<file path="config.mk">
export PLATFORM = sky130hd
export DESIGN_NAME = gb_serial_link_flat
export DESIGN_NICKNAME = d
export VERILOG_FILES = /design/src/rtl/gb_serial_link_if.sv /design/src/rtl/gb_serial_link.sv /design/src/flat_wrapper.sv
export SDC_FILE = /design/constraint.sdc
export NUM_CORES = 1
export LEC_CHECK = 0
export ABC_AREA = 1
export CORE_ASPECT_RATIO = 0.5
export CORE_MARGIN = 2
export CORE_UTILIZATION = 62
export CTS_CLUSTER_SIZE = 12
export DETAILED_ROUTE_END_ITERATION = 16
export DONT_BUFFER_PORTS = 1
export PLACE_DENSITY_LB_ADDON = 0.05
export SLEW_MARGIN = 20
export SYNTH_ARGS = -nofsm -noshare
export SYNTH_HDL_FRONTEND = slang
export SYNTH_SLANG_ARGS = --single-unit
</file>
<file path="constraint.sdc">
create_clock -name clk -period 2.27 [get_ports clk]
set_input_delay 0.227 -clock clk [delete_from_list [all_inputs] [get_ports clk]]
set_output_delay 0.227 -clock clk [all_outputs]
set_load 0.01 [all_outputs]
</file>
<file path="src/rtl/gb_serial_link_if.sv">
// rtl/gb_serial_link_if.sv - CPU bus bundle for the link-port serial controller
// Purpose: groups the CPU-side register access signals.
// Signals: addr/wdata/we driven by the CPU (master); rdata/hit returned by
//          the peripheral (slave). rdata is combinational and 8'h00 when hit=0.
interface gb_serial_link_if;
  logic [15:0] addr;
  logic [7:0]  wdata;
  logic        we;
  logic [7:0]  rdata;
  logic        hit;

  modport master (output addr, output wdata, output we, input rdata, input hit);
  modport slave  (input addr, input wdata, input we, output rdata, output hit);
endinterface

</file>
<file path="src/rtl/gb_serial_link.sv">
// rtl/gb_serial_link.sv - Game Boy link-port serial controller (SB/SC registers)
// Purpose: shifts SB out MSB-first on sout while shifting sin in, clocked by an
//          internal divider or a synchronized external shift clock; pulses
//          irq_serial for one cycle when the eighth bit has been shifted.
// Ports: clk, rst (async active-low); bus (CPU register access, slave side);
//        sclk_in/sin (external clock and serial data in);
//        sclk_out/sclk_oe/sout (shift clock, its drive enable, serial data out);
//        irq_serial (one-cycle completion pulse).
module gb_serial_link #(
  parameter int          CLK_DIV = 512,
  parameter logic [15:0] SB_ADDR = 16'hFF01,
  parameter logic [15:0] SC_ADDR = 16'hFF02
) (
  input  logic              clk,
  input  logic              rst,
  gb_serial_link_if.slave   bus,
  input  logic              sclk_in,
  input  logic              sin,
  output logic              sclk_out,
  output logic              sclk_oe,
  output logic              sout,
  output logic              irq_serial
);

  localparam int DIV_W = (CLK_DIV > 2) ? $clog2(CLK_DIV) : 1;
  localparam logic [DIV_W-1:0] HALF_M1 = DIV_W'(CLK_DIV / 2 - 1);
  localparam logic [DIV_W-1:0] FULL_M1 = DIV_W'(CLK_DIV - 1);

  typedef enum logic [1:0] {IDLE, ACTIVE_INT, ACTIVE_EXT} state_t;

  state_t           state;
  logic [7:0]       sb;
  logic             clksel;
  logic [DIV_W-1:0] div;
  logic [2:0]       bit_cnt;
  logic             sync1, sync2, sclk_prev;

  // The SC start bit is exactly "a transfer is in progress".
  logic start;
  assign start = (state != IDLE);

  logic sel_sb, sel_sc, sb_wr, sc_wr;
  assign sel_sb = (bus.addr == SB_ADDR);
  assign sel_sc = (bus.addr == SC_ADDR);
  assign sb_wr  = bus.we & sel_sb;
  assign sc_wr  = bus.we & sel_sc;
  assign bus.hit = sel_sb | sel_sc;

  always_comb begin
    bus.rdata = 8'h00;
    if (sel_sb)      bus.rdata = sb;
    else if (sel_sc) bus.rdata = {start, 6'b111111, clksel};
  end

  // Edge detection runs on the synchronized copy compared with its previous value.
  logic ext_rise, ext_fall;
  assign ext_rise = sync2 & ~sclk_prev;
  assign ext_fall = ~sync2 & sclk_prev;

  // Divider phases: pre-edge count HALF_M1 gives the rising edge, FULL_M1 the next low phase.
  logic int_rise, int_fall, shift_edge, done;
  assign int_rise   = (state == ACTIVE_INT) && (div == HALF_M1);
  assign int_fall   = (state == ACTIVE_INT) && (div == FULL_M1);
  assign shift_edge = int_rise | ((state == ACTIVE_EXT) & ext_rise);
  assign done       = shift_edge && (bit_cnt == 3'd7);

  always_ff @(posedge clk or negedge rst) begin
    if (!rst) begin
      sync1     <= 1'b1;
      sync2     <= 1'b1;
      sclk_prev <= 1'b1;
    end else begin
      sync1     <= sclk_in;
      sync2     <= sync1;
      sclk_prev <= sync2;
    end
  end

  always_ff @(posedge clk or negedge rst) begin
    if (!rst) begin
      state      <= IDLE;
      sb         <= 8'h00;
      clksel     <= 1'b0;
      div        <= '0;
      bit_cnt    <= 3'd0;
      sclk_out   <= 1'b1;
      sclk_oe    <= 1'b0;
      sout       <= 1'b1;
      irq_serial <= 1'b0;
    end else begin
      irq_serial <= 1'b0;

      // A CPU write to SB overrides the shift on the same edge.
      if (sb_wr)           sb <= bus.wdata;
      else if (shift_edge) sb <= {sb[6:0], sin};

      if (sc_wr) begin
        // SC writes take priority over the sequencer; completion still signals.
        clksel <= bus.wdata[0];
        if (done) irq_serial <= 1'b1;
        if (bus.wdata[7]) begin
          state   <= bus.wdata[0] ? ACTIVE_INT : ACTIVE_EXT;
          div     <= '0;
          bit_cnt <= 3'd0;
          if (bus.wdata[0]) begin
            // Internal mode: the start edge opens the low phase of bit 0.
            sclk_out <= 1'b0;
            sclk_oe  <= 1'b1;
            sout     <= sb[7];
          end else begin
            sclk_out <= 1'b1;
            sclk_oe  <= 1'b0;
          end
        end else begin
          state    <= IDLE;
          sclk_out <= 1'b1;
          sclk_oe  <= 1'b0;
          sout     <= 1'b1;
        end
      end else begin
        case (state)
          IDLE: begin
            sclk_out <= 1'b1;
            sclk_oe  <= 1'b0;
            sout     <= 1'b1;
          end
          ACTIVE_INT: begin
            div <= (div == FULL_M1) ? '0 : div + DIV_W'(1);
            if (int_fall) begin
              sclk_out <= 1'b0;
              sout     <= sb[7];
            end
            if (int_rise) begin
              sclk_out <= 1'b1;
              bit_cnt  <= bit_cnt + 3'd1;
              if (bit_cnt == 3'd7) begin
                state      <= IDLE;
                sclk_oe    <= 1'b0;
                irq_serial <= 1'b1;
              end
            end
          end
          ACTIVE_EXT: begin
            if (ext_fall) sout <= sb[7];
            if (ext_rise) begin
              bit_cnt <= bit_cnt + 3'd1;
              if (bit_cnt == 3'd7) begin
                state      <= IDLE;
                irq_serial <= 1'b1;
              end
            end
          end
          default: state <= IDLE;
        endcase
      end
    end
  end

endmodule

</file>
<file path="src/flat_wrapper.sv">
// flat-port wrapper written by rule: the top's interface ports become plain ports
module gb_serial_link_flat 
#(
  parameter int          CLK_DIV = 512,
  parameter logic [15:0] SB_ADDR = 16'hFF01,
  parameter logic [15:0] SC_ADDR = 16'hFF02
)
  (clk, rst, sclk_in, sin, sclk_out, sclk_oe, sout, irq_serial, bus_addr, bus_wdata, bus_we, bus_rdata, bus_hit);
  gb_serial_link_if bus_i ();
  input  logic clk;
  input  logic rst;
  input  logic sclk_in;
  input  logic sin;
  output logic sclk_out;
  output logic sclk_oe;
  output logic sout;
  output logic irq_serial;
  input wire logic [$bits(bus_i.addr)-1:0] bus_addr;
  input wire logic [$bits(bus_i.wdata)-1:0] bus_wdata;
  input wire logic [$bits(bus_i.we)-1:0] bus_we;
  output wire logic [$bits(bus_i.rdata)-1:0] bus_rdata;
  output wire logic [$bits(bus_i.hit)-1:0] bus_hit;
  assign bus_i.addr = bus_addr;
  assign bus_i.wdata = bus_wdata;
  assign bus_i.we = bus_we;
  assign bus_rdata = bus_i.rdata;
  assign bus_hit = bus_i.hit;
  gb_serial_link #(.CLK_DIV(CLK_DIV), .SB_ADDR(SB_ADDR), .SC_ADDR(SC_ADDR)) u_core (.clk(clk), .rst(rst), .bus(bus_i), .sclk_in(sclk_in), .sin(sin), .sclk_out(sclk_out), .sclk_oe(sclk_oe), .sout(sout), .irq_serial(irq_serial));
endmodule
</file>
==> impl_metrics.tcl <==
set metrics [dict create \
    syn_inst 228 \
    drtPass1Iterations 4 \
    cts-root-buf "clkbuf_8" \
    grtUsageTotal 0.231 \
    async_flop_share 1.00 \
    ios 42 \
    critPathCaptureType "register" \
    setup_viol 0 \
    grt_pass1_wl_um 6050 \
    dp.cells 263 \
    setup_tns_ns 0 \
    numClockSinks 30 \
    required_ns 2.45 \
    dieArea_mm2 0.00338 \
    wl_per_cell_um 13.1 \
    synthTopCellsByCount "nand2_1 (68), nand3_1 (31), dfrtp_1 (25)" \
    hold_violations 0 \
    seq_area_frac_synth 0.420 \
    dr.first_iter.drc_count 84 \
    tightest_slew_ns 0.423 \
    yosysUniqueCellTypes 25 \
    post-dp-hpwl_um 2520 \
    fp.dieH_um 42.1 \
    min_period_ns 2.02 \
    cts_buffer_depth 2 \
    gp_routability_congestion 0.829 \
    synth_top_flop_cell "dfrtp_1" \
    grt_pass1_vias 1358 \
    worst-endpoint-arrival_ns 2.20 \
    final_nets 273 \
    clkLatencyLatePin_ns 0.28 \
    yosys.area.top_type_share 0.347 \
    yosys_warnings 0 \
    rows 13 \
    syn-num-nets 265 \
    grt_antenna_before_repair 0 \
    cts_inserted_buffers 5 \
    synth_edf_count 0 \
    power.leakage_nw 0.987 \
    fin_crit_sh 0.891 \
    endpoint "u_core.sb[1]" \
    reg2reg_from "u_core.div[0]" \
    syn_avg_cell_area_um2 7.90 \
    chipWidth_um 80.2 \
    overflow 0 \
    status "completed" \
    vias 1528 \
    reg2reg_to "u_core.sb[1]" \
    grt_max_degree 31 \
    rsz0062_at_grt "false" \
    start_kind "register" \
    vias_per_cell 5.58 \
    clkTransAtPathRegs_ns 0.07 \
    synth.most_common_cell "nand2_1" \
    power_density_mw_per_mm2 559 \
    rrSetupSlack_ns 0.25 \
    diodes 0 \
    drt_wl_total_um 3600 \
    critPathLaunch "u_core.div[0]" \
    syn_to_final_growth_pct 9.86 \
    io_buffer_count 0 \
    max_cap_viol_count 0 \
    ir_drop_mv 0.450 \
    yosys.area.top_type "dfrtp_1" \
    start_util 0.671 \
    route.detailed.drc 0 \
    critPathKind "register to register" \
    relSlewSlack 0.715 \
    syn_area_mm2 0.00180 \
    skew_ns 0.00505 \
    ant_nets 0 \
    hold_path_class "input port to register" \
    synthTopCellsByArea "dfrtp_1 (35%), nand2_1 (14%), nand3_1 (8.6%), dfstp_2 (7.3%), ha_1 (5.6%)" \
    htree_levels 2 \
    cts_tree "done" \
    reg2reg_depth 13 \
    core_mm2 0.00268 \
    instances_no_fill 274 \
    drv_slew 0 \
    drive_gt1_frac 0.143 \
    crit_fanout 10 \
    fmax_mhz 494 \
    synth-seq-cells 30 \
]
## layout make-up
class | count | area [um2]
multi-input combinational | 172 | 935
sequential | 30 | 757
fill | 213 | 704
inverter | 24 | 92.6
clock buffer | 5 | 68.8
tap | 37 | 46.3
clock inverter | 3 | 40.0
timing repair buffer | 3 | 40.0
## sequential cells by signal, indices dropped and copies added, names as in the netlist, 2 cells and up
signal / flops
u_core.bit_cnt: 3
u_core.sb: 8
u_core.div: 9
u_core.state: 2
## per-layer routing
layer  vias to the layer above  wire length [um]  track usage
li1                        764                 -            -
met1                       708              1680        0.306
met2                        52              1650        0.372
met3                         4               253       0.0711
met4                         0                24       0.0610
met5                         -                 0            0
## cells by family (layout without fill, tap and decap cells)
logic type,Yosys count,count (layout),synth area share
AND/OR/NAND/NOR,133,133,0.352
flip-flops,30,30,0.420
buffers and inverters,26,35,0.0639
AO/OA/AOI/OAI,25,25,0.0792
adder cells (fa/ha/maj),8,8,0.0556
XOR/XNOR,6,6,0.0292
## through the flow
stage               utilization  power [W]  hold slack, ns  setup slack, ns  area (um2)
finish                    0.738    0.00111          0.0708            0.247        1980
global route              0.738    0.00115          0.0732           0.0502        1980
CTS                       0.736    0.00111          0.0677            0.224        1970
detailed placement        0.680   0.000563         -0.0679            0.305        1830
global placement          0.680   0.000562         -0.0679            0.371        1830
floorplan                     -   0.000561         -0.0686            0.545        1800
## layout by cell type (no fill, tap or decap), drive strengths merged
cell type,instances
buf,1
bufinv,1
clkbuf,5
clkinv,4
dfrtp,25
dfstp,5
dlygate4sd3,2
ha,8
inv,22
nand2,75
nand3,33
nand3b,3
nand4,8
nor2,14
o211ai,1
o21ai,22
o22ai,2
xnor2,2
xor2,4
## critical path: stages (launching register included)
cell	delay [ns]
dfrtp_1	0.39
ha_1	0.20
nand2_1	0.06
inv_1	0.08
nand2_1	0.09
nor2_1	0.18
ha_1	0.20
nand2_1	0.11
nand2_4	0.16
inv_1	0.15
nand2_1	0.09
nand3_1	0.07
o21ai_0	0.08
inv_1	0.05
## where the power goes
group | internal, W | switching (W) | total (W)
Sequential | 0.000540 | 0.00000156 | 0.000541
Combinational | 0.00000997 | 0.0000182 | 0.0000282
Clock | 0.000323 | 0.000213 | 0.000536
## worst min path at each step
| stage | from | endpoint | slack [ns] | cells after the start |
|---|---|---|---|---|
| 2_1_floorplan | rst | u_core.bit_cnt[0] | -0.07 | 0 |
| 3_3_place_gp | rst | u_core.div[2] | -0.07 | 0 |
| 3_5_place_dp | rst | u_core.div[3] | -0.07 | 0 |
| 4_1_cts | bus_wdata[0] | u_core.clksel | 0.07 | 2 |
| 5_1_grt | bus_wdata[5] | u_core.sb[5] | 0.07 | 2 |
| 6_report | bus_wdata[0] | u_core.clksel | 0.07 | 2 |
## timing repair
item / CTS / global route
endpoints found under the setup margin: 0 / 1
hold buffers: 3 / 0
setup buffers: 0 / 0
gates resized for setup: 0 / 1
endpoints found under the hold margin: 31 / 0
Power figures use the tool's default switching activity.
